`src/rtl/hqm_reorder_pipe_flr_seq.sv`:
```
// FLR-prep sequencer for the reorder pipe: protect, drain, VF reset, report done.
// Optional drain/reset-wait timeout counter is built when HQM_ROP_FLR_TIMEOUT_EN is defined.
module hqm_reorder_pipe_flr_seq #(
    parameter int IDLE_STABLE_CNT = 8,
    parameter int TIMEOUT_W       = 16
) (
    input  logic       hqm_gated_clk,
    input  logic       hqm_gated_rst_n,
    input  logic       flr_req,
    input  logic       rop_unit_idle,
    input  logic       rop_unit_pipeidle,
    input  logic       rop_vf_reset_done,
    output logic       flr_prep,
    output logic       rop_vf_reset_req,
    output logic       flr_done,
    output logic       flr_timeout_alarm,
    output logic       flr_timeout_sts,
    output logic [2:0] flr_state
);

    localparam logic [2:0] ST_IDLE    = 3'd0;
    localparam logic [2:0] ST_PREP    = 3'd1;
    localparam logic [2:0] ST_DRAIN   = 3'd2;
    localparam logic [2:0] ST_VFRST   = 3'd3;
    localparam logic [2:0] ST_WAITRST = 3'd4;
    localparam logic [2:0] ST_DONE    = 3'd5;

    localparam logic [7:0] STABLE_LAST = 8'(IDLE_STABLE_CNT - 1);

    logic [2:0] state;
    logic [2:0] next_state;
    logic [7:0] stable_cnt;
    logic       both_idle;
    logic       prep_nxt;
    logic       req_nxt;
    logic       done_nxt;

    assign both_idle = rop_unit_idle & rop_unit_pipeidle;
    assign flr_state = state;

    // State and outputs share one register stage so outputs always match flr_state.
    always_ff @(posedge hqm_gated_clk or negedge hqm_gated_rst_n) begin
        if (!hqm_gated_rst_n) begin
            state            <= ST_IDLE;
            flr_prep         <= 1'b0;
            rop_vf_reset_req <= 1'b0;
            flr_done         <= 1'b0;
        end else begin
            state            <= next_state;
            flr_prep         <= prep_nxt;
            rop_vf_reset_req <= req_nxt;
            flr_done         <= done_nxt;
        end
    end

    always_comb begin
        next_state = ST_IDLE;
        case (state)
            ST_IDLE:    next_state = flr_req ? ST_PREP : ST_IDLE;
            ST_PREP:    next_state = flr_req ? ST_DRAIN : ST_IDLE;
            ST_DRAIN: begin
                if (!flr_req)
                    next_state = ST_IDLE;
                else if (both_idle && (stable_cnt == STABLE_LAST))
                    next_state = ST_VFRST;
                else
                    next_state = ST_DRAIN;
            end
            ST_VFRST:   next_state = ST_WAITRST;
            ST_WAITRST: next_state = rop_vf_reset_done ? ST_DONE : ST_WAITRST;
            ST_DONE:    next_state = flr_req ? ST_DONE : ST_IDLE;
            default:    next_state = ST_IDLE;
        endcase
    end

    always_comb begin
        prep_nxt = (next_state != ST_IDLE);
        req_nxt  = (next_state == ST_VFRST);
        done_nxt = (next_state == ST_DONE);
    end

    // Any idle dropout restarts the stability window from zero.
    always_ff @(posedge hqm_gated_clk or negedge hqm_gated_rst_n) begin
        if (!hqm_gated_rst_n)
            stable_cnt <= 8'd0;
        else if ((state == ST_DRAIN) && both_idle)
            stable_cnt <= stable_cnt + 8'd1;
        else
            stable_cnt <= 8'd0;
    end

`ifdef HQM_ROP_FLR_TIMEOUT_EN
    localparam logic [TIMEOUT_W-1:0] TMO_MAX     = '1;
    localparam logic [TIMEOUT_W-1:0] TMO_PRE_MAX = ~TIMEOUT_W'(1);

    logic [TIMEOUT_W-1:0] tmo_cnt;
    logic                 tmo_alarm;
    logic                 tmo_sts;
    logic                 tmo_active;
    logic                 tmo_entry;
    logic                 tmo_hit;

    assign tmo_active = (state == ST_DRAIN) || (state == ST_WAITRST);
    assign tmo_entry  = ((next_state == ST_DRAIN) || (next_state == ST_WAITRST)) &&
                        (next_state != state);
    assign tmo_hit    = tmo_active && !tmo_entry && (tmo_cnt == TMO_PRE_MAX);

    always_ff @(posedge hqm_gated_clk or negedge hqm_gated_rst_n) begin
        if (!hqm_gated_rst_n) begin
            tmo_cnt   <= '0;
            tmo_alarm <= 1'b0;
            tmo_sts   <= 1'b0;
        end else begin
            tmo_alarm <= tmo_hit;
            if (tmo_entry || (state == ST_IDLE))
                tmo_cnt <= '0;
            else if (tmo_active && (tmo_cnt != TMO_MAX))
                tmo_cnt <= tmo_cnt + 1'b1;
            if (tmo_hit)
                tmo_sts <= 1'b1;
            else if ((state == ST_IDLE) && (next_state == ST_PREP))
                tmo_sts <= 1'b0;
        end
    end

    assign flr_timeout_alarm = tmo_alarm;
    assign flr_timeout_sts   = tmo_sts;
`else
    assign flr_timeout_alarm = 1'b0;
    assign flr_timeout_sts   = 1'b0;
`endif

endmodule

```
`config.mk`:
```
export PLATFORM = sky130hd
export DESIGN_NAME = hqm_reorder_pipe_flr_seq
export DESIGN_NICKNAME = d
export VERILOG_FILES = /design/src/rtl/hqm_reorder_pipe_flr_seq.sv
export SDC_FILE = /design/constraint.sdc
export NUM_CORES = 1
export LEC_CHECK = 0
export CAP_MARGIN = 0
export CORE_AREA = 3 3 40 42
export DETAILED_ROUTE_END_ITERATION = 10
export DIE_AREA = 0 0 43 45
export DONT_BUFFER_PORTS = 1
export PLACE_DENSITY_LB_ADDON = 0.25
export SLEW_MARGIN = 20
export SYNTH_ARGS = -nofsm -noshare
export SYNTH_HDL_FRONTEND = slang
export SYNTH_SLANG_ARGS = --single-unit
```
`constraint.sdc`:
```
create_clock -name hqm_gated_clk -period 1.7 [get_ports hqm_gated_clk]
set_clock_uncertainty 0.15 [all_clocks]
set_input_delay 0.34 -clock hqm_gated_clk [delete_from_list [all_inputs] [get_ports hqm_gated_clk]]
set_output_delay 0.34 -clock hqm_gated_clk [all_outputs]
set_load 0.01 [all_outputs]
```
Yosys cells after proc, flatten, opt, wreduce, memory -nomap -nowiden. Cells that the tools add are included.

Register bits: 14. Input bits: 6. Output and inout port bits: 8.

Add/sub/neg operators: 1. Equal/unequal tests: 8. Mux-type cells: 8. Bitwise gates (word level): 1. Reduce and logical (&&, ||, !) cells: 4.

Operators with widths (count): case mux 3 bit (6 select lines) (1); == test 3 x 2 -> 1 bit, second input constant (3); == test 3 bit, second input constant (3); adder 8 x 1 -> 8 bit, second input constant (1); == test 8 x 3 -> 1 bit, second input constant (1); two-way mux 8 bit (1); two-way mux 2 bit (2); == test 3 x 1 -> 1 bit, second input constant (1); logical NOT 3 bit (1); two-way mux 1 bit (3); two-way mux 3 bit (1); nonzero test 3 bit (1); logical AND 1 bit (2); bitwise AND 1 bit (1).

Longest topological paths before layout. Gate-level depths: netlist of the first run.

Depth in word-level cells: 6. Mapped depth: 4. Depth with buffers taken out: 4.

Least setup slack after synthesis of the first run. No wires, ideal clock.

Path kind: register to register. Start point: register state[0] (netlist: flr_state[0]). End point: register flr_prep. Library setup time: 90 ps. Arrival: 1147 ps. Setup slack: 313 ps. Cell stages (with the launch flop): 5. Period minus slack after synthesis: 1387 ps. Cells stage by stage: dfrtp_1 clkbuf_1 nor2_1 mux2_2 o221ai_1.

Word-level cells in the longest chain between the ends: 3. Elaborated cells between the ends (all ways): 8.

Ends and longest elaborated chain: from (decl) (line 30) `logic [2:0] state;`; from (signal assigned) (line 49) `state <= next_state;`; == test 3 bit, or another cell as far along (line 58) `case (state)`; case mux 3 bit (6 select lines) (*) (line 58); nonzero test 3 bit (*) (line 77) `prep_nxt = (next_state != ST_IDLE);`; named net prep_nxt (line 34) `logic prep_nxt;`; to (signal assigned) (line 50) `flr_prep <= prep_nxt;`; to (decl) (line 13) `output logic flr_prep,`.

Mark *: on every way through the listed nets, which the timed path passes. The rest lies on a longest branch.

Final worst setup path of the first run.
Start point: register stable_cnt[2]. End point: register stable_cnt[7].

Word-level cells in the longest chain between the ends: 2.

Ends and longest elaborated chain: from (decl) (line 32) `logic [7:0] stable_cnt;`; from (signal assigned) (line 87) `stable_cnt <= stable_cnt + 8'd1;`; adder 8 x 1 -> 8 bit (line 87); two-way mux 8 bit (line 86) `else if ((state == ST_DRAIN) && both_idle)`.

Every way passes these cells.

==> implementation parameters, run 1 <==
Parameter                              Value

Outcome
  Outcome    completed

Final layout
  Cell area after layout    722 sq um
  Total Nets Final    75
  Most used cells in the layout excluding fill and tap cells    sky130_fd_sc_hd__dfrtp_1, sky130_fd_sc_hd__o21ai_0, sky130_fd_sc_hd__nor2_1
  Number of antenna diodes    0
  Commonest non-fill, non-tap cell in the layout    sky130_fd_sc_hd__dfrtp_1
  Share of layout cells above drive strength 1    13.4%
  Area grow syn2layout    6.26%

CTS
  Number of buffers inserted to repair setup after CTS    0
  CTS Hold Bufs    1
  Number of buffers inserted during clock tree synthesis    3
  Clock Root Buffer    sky130_fd_sc_hd__clkbuf_4
  Worst-case clock buffer depth    2
  Clk sinks    14
  H-Tree Level Count    1
  Clk_lat worst skew    0.28 ns
  Clock Pin Slew Worst Setup and Hold Paths    0.08 ns
  Clock tree from TritonCTS    yes
  Post-cts sizing count    0

Placement
  Area after detailed placement    676 sq um
  Weighted congestion at the end of routability-driven global placement    0.865
  Count of buffers inserted at the top-level ports    0
  Setup WS pre-CTS    0.230 ns
  Detail Placement HPWL    891 um

STA
  Final worst-path cycle share    87.1%
  Hold violation count in the final report    0
  Min cycle time layout    1.48 ns
  Max_slew headroom    58.5%
  RSZ-0062 raised after global routing    false
  Slew of the pin with the lowest slew margin    0.621 ns
  Final setup slack of the worst path    0.219 ns
  Post-route setup TNS    0 ns
  Highest Clock Rate    0.675 GHz
  Number of slew-limit violations in the final report    0
  Final-report setup violation count    0

Power and ir drop
  Switching power total    0.000302 W
  Pwr per Cell Area    1270 mW/mm^2
  Share of power burned in combinational logic    20.4%
  Peak supply drop    0.812 mV
  P_leak    0.311 nW
  Share of total power in the clock network    25.4%
  Cell-internal power    0.000618 W
  Sequential group share of total power    54.2%
  Fraction of power spent switching nets    32.9%

Yosys
  Portion of the post-synthesis area used by sequential elements    51.6%
  #FFs+latches synth    14
  Area share of the leading cell type in the synthesized netlist    51.6%
  Top cells by area, synth    sky130_fd_sc_hd__dfrtp_1, sky130_fd_sc_hd__o21ai_0, sky130_fd_sc_hd__xnor2_1, sky130_fd_sc_hd__nor2_1, sky130_fd_sc_hd__nand3_2
  Synth Warn #    0
  Count of cell types in the netlist    27
  Synthesized area divided by synthesized cell count    10.3 sq um
  Dominant cell type by area after synthesis    sky130_fd_sc_hd__dfrtp_1
  Gate count of the mapped netlist    66
  Netlist area before placement    679 sq um

Routing
  Final routed DRC violation total    0
  Vias    470
  Ratio of routed vias to standard cells    5.73
  DRT antenna net count    0
  Drt total wl    1200 um
  Detailed-routing iteration count for the pre-antenna-repair pass    4
  DR WL/cell    14.7 um
  DR iter-0 viols    8

Global routing
  Met3 Resource Use GR    3.59%
  Remaining global-route overflow    0
  Wire length of the first global-routing pass    2150 um
  Number of global-route vias before repair    467
  Busiest layer in global routing    met2
  Number of antenna violations at the first check in global routing    0
  Met2 Usage GRT    23.4%
  GR Layer Usage met1    20.1%
  Largest net degree at the start of global routing    15
  Tot GR Track Use    15.4%

Min path
  Hold path endpoint    flr_state[1]$_DFF_PN0_
  Hold/Removal Path Class    in2reg
  Worst Hold Path Cells    1
  Start point of the worst min-delay path    flr_req

Floorplan
  Standard cell core area    0.00128 sq mm
  Top-level I/O count    14
  Full die area    0.00194 sq mm
  Die Span Y    45 um
  Die width    43 um
  Row cnt    13
  Starting utilization of the core area    52.9%

Setup path
  Critical path data arrival time    1.53 ns
  Worst reg2reg setup slack    0.22 ns
  Critical path startpoint category    flop
  Category of the critical setup timing path    reg2reg
  Capturing point of the worst reg2reg path    stable_cnt[7]$_DFF_PN0_
  Maximum fanout along the worst path    6
  Worst R2R Path Depth    3
  Type of element capturing the critical path    flop
  Endpoint required time on the critical path    1.75 ns
  R2R Path Start    stable_cnt[2]$_DFF_PN0_

Flow run
  Max-cap viol count    0
[power groups by stage]
| stage | clock network [W] | registers, W | logic, W |
|---|---|---|---|
| 6_report | 0.000234 | 0.000499 | 0.000187 |
| 5_1_grt | 0.000263 | 0.000511 | 0.000212 |
| 4_1_cts | 0.000242 | 0.000502 | 0.000188 |
| 3_5_place_dp | 0 | 0.000507 | 0.000180 |
| 3_3_place_gp | 0 | 0.000506 | 0.000179 |
| 2_1_floorplan | 0 | 0.000436 | 0.000225 |
[layout make-up]
class / count / area [sq um]
clock buffers: 4 / 36.3
fillers: 118 / 563
inverters: 2 / 7.51
multi-input cells: 46 / 299
flip-flops and latches: 14 / 350
well taps: 15 / 18.8
repair buffers: 1 / 10.0
[cell usage after synthesis]
master	count
sky130_fd_sc_hd__clkbuf_1	3
sky130_fd_sc_hd__and4b_2	1
sky130_fd_sc_hd__and3_1	2
sky130_fd_sc_hd__nand3_2	2
sky130_fd_sc_hd__a21oi_1	3
sky130_fd_sc_hd__a2bb2oi_1	1
sky130_fd_sc_hd__o21ai_0	6
sky130_fd_sc_hd__nand3_1	1
sky130_fd_sc_hd__o221ai_1	1
sky130_fd_sc_hd__or3_1	1
sky130_fd_sc_hd__nand4_1	2
sky130_fd_sc_hd__nand3b_1	1
sky130_fd_sc_hd__mux2i_1	1
sky130_fd_sc_hd__nor4_1	1
sky130_fd_sc_hd__buf_4	2
sky130_fd_sc_hd__nand2_1	4
sky130_fd_sc_hd__conb_1	1
sky130_fd_sc_hd__nor3b_1	2
sky130_fd_sc_hd__xnor2_1	3
sky130_fd_sc_hd__or3_2	1
sky130_fd_sc_hd__dfrtp_1	14
sky130_fd_sc_hd__inv_1	2
sky130_fd_sc_hd__nor2_1	6
sky130_fd_sc_hd__ha_1	1
sky130_fd_sc_hd__or4b_1	1
sky130_fd_sc_hd__mux2_2	1
sky130_fd_sc_hd__xor2_1	2
[flip-flops by register name, indices dropped and copies added, names as in the netlist]
name	cells
flr_prep	1
flr_done	1
rop_vf_reset_req	1
stable_cnt	8
flr_state	3
[cells by family (layout without fill, tap and decap cells)]
| family | Yosys count | count (layout) | synth area share (%) |
|---|---|---|---|
| buf+inv | 7 | 7 | 4.97 |
| flops | 14 | 14 | 51.6 |
| simple gates | 25 | 25 | 22.3 |
| other cells | 1 | 2 | 0.552 |
| xor+xnor | 5 | 5 | 6.45 |
| mux | 2 | 2 | 3.13 |
| fa+ha+maj | 1 | 1 | 1.84 |
| compound gates | 11 | 11 | 9.21 |
[routing by layer]
layer	wire length, um	up-vias
met1	536	225
met5	0	-
met2	582	14
met3	72	2
met4	10	0
li1	-	229
[metrics by stage]
stage / utilization, % / cells / total power [W] / hold slack (ns)
2_1_floorplan: - / 67 / 0.000660 / -0.106
5_1_grt: 56.2 / 82 / 0.000986 / 0.0565
3_5_place_dp: 52.6 / 77 / 0.000687 / -0.105
3_3_place_gp: 52.6 / 77 / 0.000686 / -0.105
6_report: 56.2 / 82 / 0.000920 / 0.0679
4_1_cts: 56.2 / 82 / 0.000931 / 0.0606
[worst max path at each step]
| stage | startpoint | end | slack [ns] |
|---|---|---|---|
| detailed placement | stable_cnt[3]$_DFF_PN0_ | stable_cnt[7]$_DFF_PN0_ | 0.23 |
| global placement | stable_cnt[0]$_DFF_PN0_ | flr_prep$_DFF_PN0_ | 0.30 |
| finish | stable_cnt[2]$_DFF_PN0_ | stable_cnt[7]$_DFF_PN0_ | 0.22 |
| CTS | stable_cnt[3]$_DFF_PN0_ | stable_cnt[7]$_DFF_PN0_ | 0.21 |
| floorplan | flr_state[0]$_DFF_PN0_ | flr_prep$_DFF_PN0_ | 0.31 |
| global route | stable_cnt[2]$_DFF_PN0_ | stable_cnt[7]$_DFF_PN0_ | 0.11 |
[critical path, cell delays in order (launching register included)]
cell and delay (ns):
sky130_fd_sc_hd__dfrtp_1 0.45, sky130_fd_sc_hd__nand3_2 0.14, sky130_fd_sc_hd__or4b_1 0.49, sky130_fd_sc_hd__a21oi_1 0.17
No activity file was read; power rests on OpenSTA's default activity.
==> inputs of run 2 (changes only) <==
Settings changed: CTS_CLUSTER_SIZE set to 14.
==> results of run 2 <==
No change in the layout: final DEF, timing and power equal those of run 1.
==> inputs of run 3 (changes only) <==
Settings changed: CAP_MARGIN 0 to not set, CTS_BUF_LIST set to sky130_fd_sc_hd__clkbuf_2, SETUP_SLACK_MARGIN set to 0.15.
==> run 3 against run 2 <==
Wire length grew 4.1%. Sequential cell count is the same. Fmax grew 1.1%. Critical path depth grew 1. Sequential share of layout area grew 0.43 points. Worst setup slack gained 0.016 ns. Design area shrank 0.17%. Critical endpoint is now flr_prep$_DFF_PN0_. Sequential power is essentially flat. Die area is the same. Cell count grew 1.2%. First-iteration DRC count shrank 50%. Core utilization shrank 0.097 points.
==> implementation parameters, run 3 (same netlist as run 1, synthesis figures left out) <==
Parameter                              Value

Outcome
  Outcome    completed

Routing
  Vias    479 (+1.9%)
  Final routed DRC violation total    0 (unchanged)
  DR iter-0 viols    4 (-4)
  Drt total wl    1250 um (+4.1%)
  DRT antenna net count    0 (unchanged)
  Ratio of routed vias to standard cells    5.77 (+0.69%)
  DR WL/cell    15.1 um (+2.8%)
  Detailed-routing iteration count for the pre-antenna-repair pass    4 (unchanged)

STA
  Final worst-path cycle share    86.2% (-0.94 points)
  Final-report setup violation count    0 (unchanged)
  RSZ-0062 raised after global routing    false
  Min cycle time layout    1.47 ns (-0.0159 ns)
  Number of slew-limit violations in the final report    0 (unchanged)
  Final setup slack of the worst path    0.235 ns (+0.0159 ns)
  Post-route setup TNS    0 ns (unchanged)
  Highest Clock Rate    0.682 GHz (+1.1%)
  Slew of the pin with the lowest slew margin    0.648 ns (+0.0269 ns)
  Max_slew headroom    56.7% (-1.8 points)
  Hold violation count in the final report    0 (unchanged)

Final layout
  Total Nets Final    76 (+1.3%)
  Number of filler instances in the final layout    119 (+0.85%)
  Multi-input combinational cell area    305 sq um (+2.1%)
  Sequential Area    353 sq um (+0.71%)
  Number of antenna diodes    0 (unchanged)
  Area grow syn2layout    6.08%
  Register containing the most flip-flops in the final layout    stable_cnt
  Most used cells in the layout excluding fill and tap cells    sky130_fd_sc_hd__dfrtp_1, sky130_fd_sc_hd__o21ai_0, sky130_fd_sc_hd__nor2_1
  Commonest non-fill, non-tap cell in the layout    sky130_fd_sc_hd__dfrtp_1
  Final Util    56.1% (-0.097 points)
  Cell area after layout    721 sq um (-0.17%)
  Share of layout cells above drive strength 1    19.1% (+5.7 points)
  Flip-flop count of the largest register, all copies and words added    8 (unchanged)

Global routing
  Number of antenna violations at the first check in global routing    0 (unchanged)
  Met3 Resource Use GR    3.59% (unchanged)
  GR Layer Usage met1    20.1% (unchanged)
  Busiest layer in global routing    met2
  Met2 Usage GRT    23.7% (+0.30 points)
  Remaining global-route overflow    0 (unchanged)
  Tot GR Track Use    15.8% (+0.34 points)
  Largest net degree at the start of global routing    15 (unchanged)
  Wire length of the first global-routing pass    2190 um (+1.6%)
  Number of global-route vias before repair    478 (+2.4%)

Setup path
  Highest-delay cell along the critical path    sky130_fd_sc_hd__dfrtp_1
  Maximum fanout along the worst path    4 (-2)
  Endpoint required time on the critical path    1.70 ns (-0.05 ns)
  Worst R2R Path Depth    4 (+1)
  Type of element capturing the critical path    flop
  Critical path data arrival time    1.46 ns (-0.07 ns)
  Cell-by-cell listing of the critical path    ha_1 > and4b_2 > nand4_1 > o221ai_1
  Category of the critical setup timing path    reg2reg
  Critical path startpoint category    flop
  Delay contributed by the slowest stage of the critical path    0.44 ns (-0.05 ns)

Min path
  Hold/Removal Path Class    in2reg
  Worst Hold Path Cells    1 (unchanged)

Floorplan
  Die Span Y    45 um (unchanged)
  Full die area    0.00194 sq mm (unchanged)
  Die width    43 um (unchanged)
  Row cnt    13 (unchanged)
  Starting utilization of the core area    52.9% (unchanged)
  Standard cell core area    0.00128 sq mm (unchanged)
  Top-level I/O count    14 (unchanged)

CTS
  Clk sinks    14 (unchanged)
  Clk_lat worst skew    0.27 ns (about the same)
  Worst-case clock buffer depth    2 (unchanged)
  H-Tree Level Count    1 (unchanged)
  Clock Pin Slew Worst Setup and Hold Paths    0.13 ns (+0.05 ns)
  Number of buffers inserted during clock tree synthesis    3 (unchanged)
  Clock tree from TritonCTS    yes
  Clock Root Buffer    sky130_fd_sc_hd__clkbuf_2

Placement
  Area after detailed placement    676 sq um (unchanged)
  Weighted congestion at the end of routability-driven global placement    0.865 (unchanged)
  Detail Placement HPWL    891 um (unchanged)
  Count of buffers inserted at the top-level ports    0 (unchanged)
  Setup WS pre-CTS    0.230 ns (unchanged)

Flow run
  Max-cap viol count    0 (unchanged)

Power and ir drop
  Pwr per Cell Area    1180 mW/mm^2 (-7.7%)
  Peak supply drop    0.790 mV (-2.6%)
  P_leak    0.307 nW (-1.4%)
  Final Total Pwr    0.000847 W (-7.9%)
[run 3: cell types whose count changed in the layout (fill, tap and decap cells not counted), sizes merged]
cell and change:
clkinv +1, buf +1, clkbuf -1
[run 3: critical path: cells and delay by family, from the launching register on]
family,cells,cell delay (ns)
adders and majority gates,1,0.26
DFF,1,0.44
AOI/OAI and AO/OA,1,0.12
and+or+nand+nor,2,0.37
[run 3: worst paths after layout]
check	start	end	slack, ns
setup reg to reg	stable_cnt[0]$_DFF_PN0_	flr_prep$_DFF_PN0_	0.23
hold / removal	flr_req	flr_state[1]$_DFF_PN0_	0.06
min in group asynchronous	hqm_gated_rst_n	stable_cnt[5]$_DFF_PN0_	0.37
setup / recovery	stable_cnt[0]$_DFF_PN0_	flr_prep$_DFF_PN0_	0.23
max in group asynchronous	hqm_gated_rst_n	stable_cnt[2]$_DFF_PN0_	0.58
hold reg to reg	stable_cnt[0]$_DFF_PN0_	stable_cnt[0]$_DFF_PN0_	0.37
[run 3: area by class of cell]
cell class                      instances  share of cell area [%]
Sequential cell                        14                    49.0
Multi-Input combinational cell         46                    42.4
Tap cell                               15                    2.60
Timing Repair Buffer                    2                    2.43
Clock buffer                            3                    2.08
Inverter                                2                    1.04
Clock inverter                          1                   0.521
[run 3: power breakdown]
group	total (W)	switching [W]	internal (W)	leakage [nW]
combinational	0.000191	0.0000838	0.000107	0.106
clock	0.000155	0.000104	0.0000511	0.0140
sequential	0.000502	0.000119	0.000383	0.187
total	0.000847	0.000306	0.000541	0.307
[run 3: what timing repair did]
action,4_1_cts,5_1_grt
buffers inserted,0,1
hold buffers,1,0
gates resized for setup,0,4
endpoints found under the setup margin,0,1
hold endpoints to repair,14,0
[run 3: per-layer routing]
| metal | vias up | share of wire, % |
|---|---|---|
| li1 | 230 | - |
| met3 | 2 | 5.0 |
| met2 | 12 | 48 |
| met5 | - | 0 |
| met4 | 0 | 0.88 |
| met1 | 235 | 46 |
[run 3: per-stage QoR]
step,hold slack (ns),std cells
2_1_floorplan,-0.106,67
3_3_place_gp,-0.105,77
3_5_place_dp,-0.105,77
4_1_cts,0.0492,82
5_1_grt,0.0309,83
6_report,0.0622,83
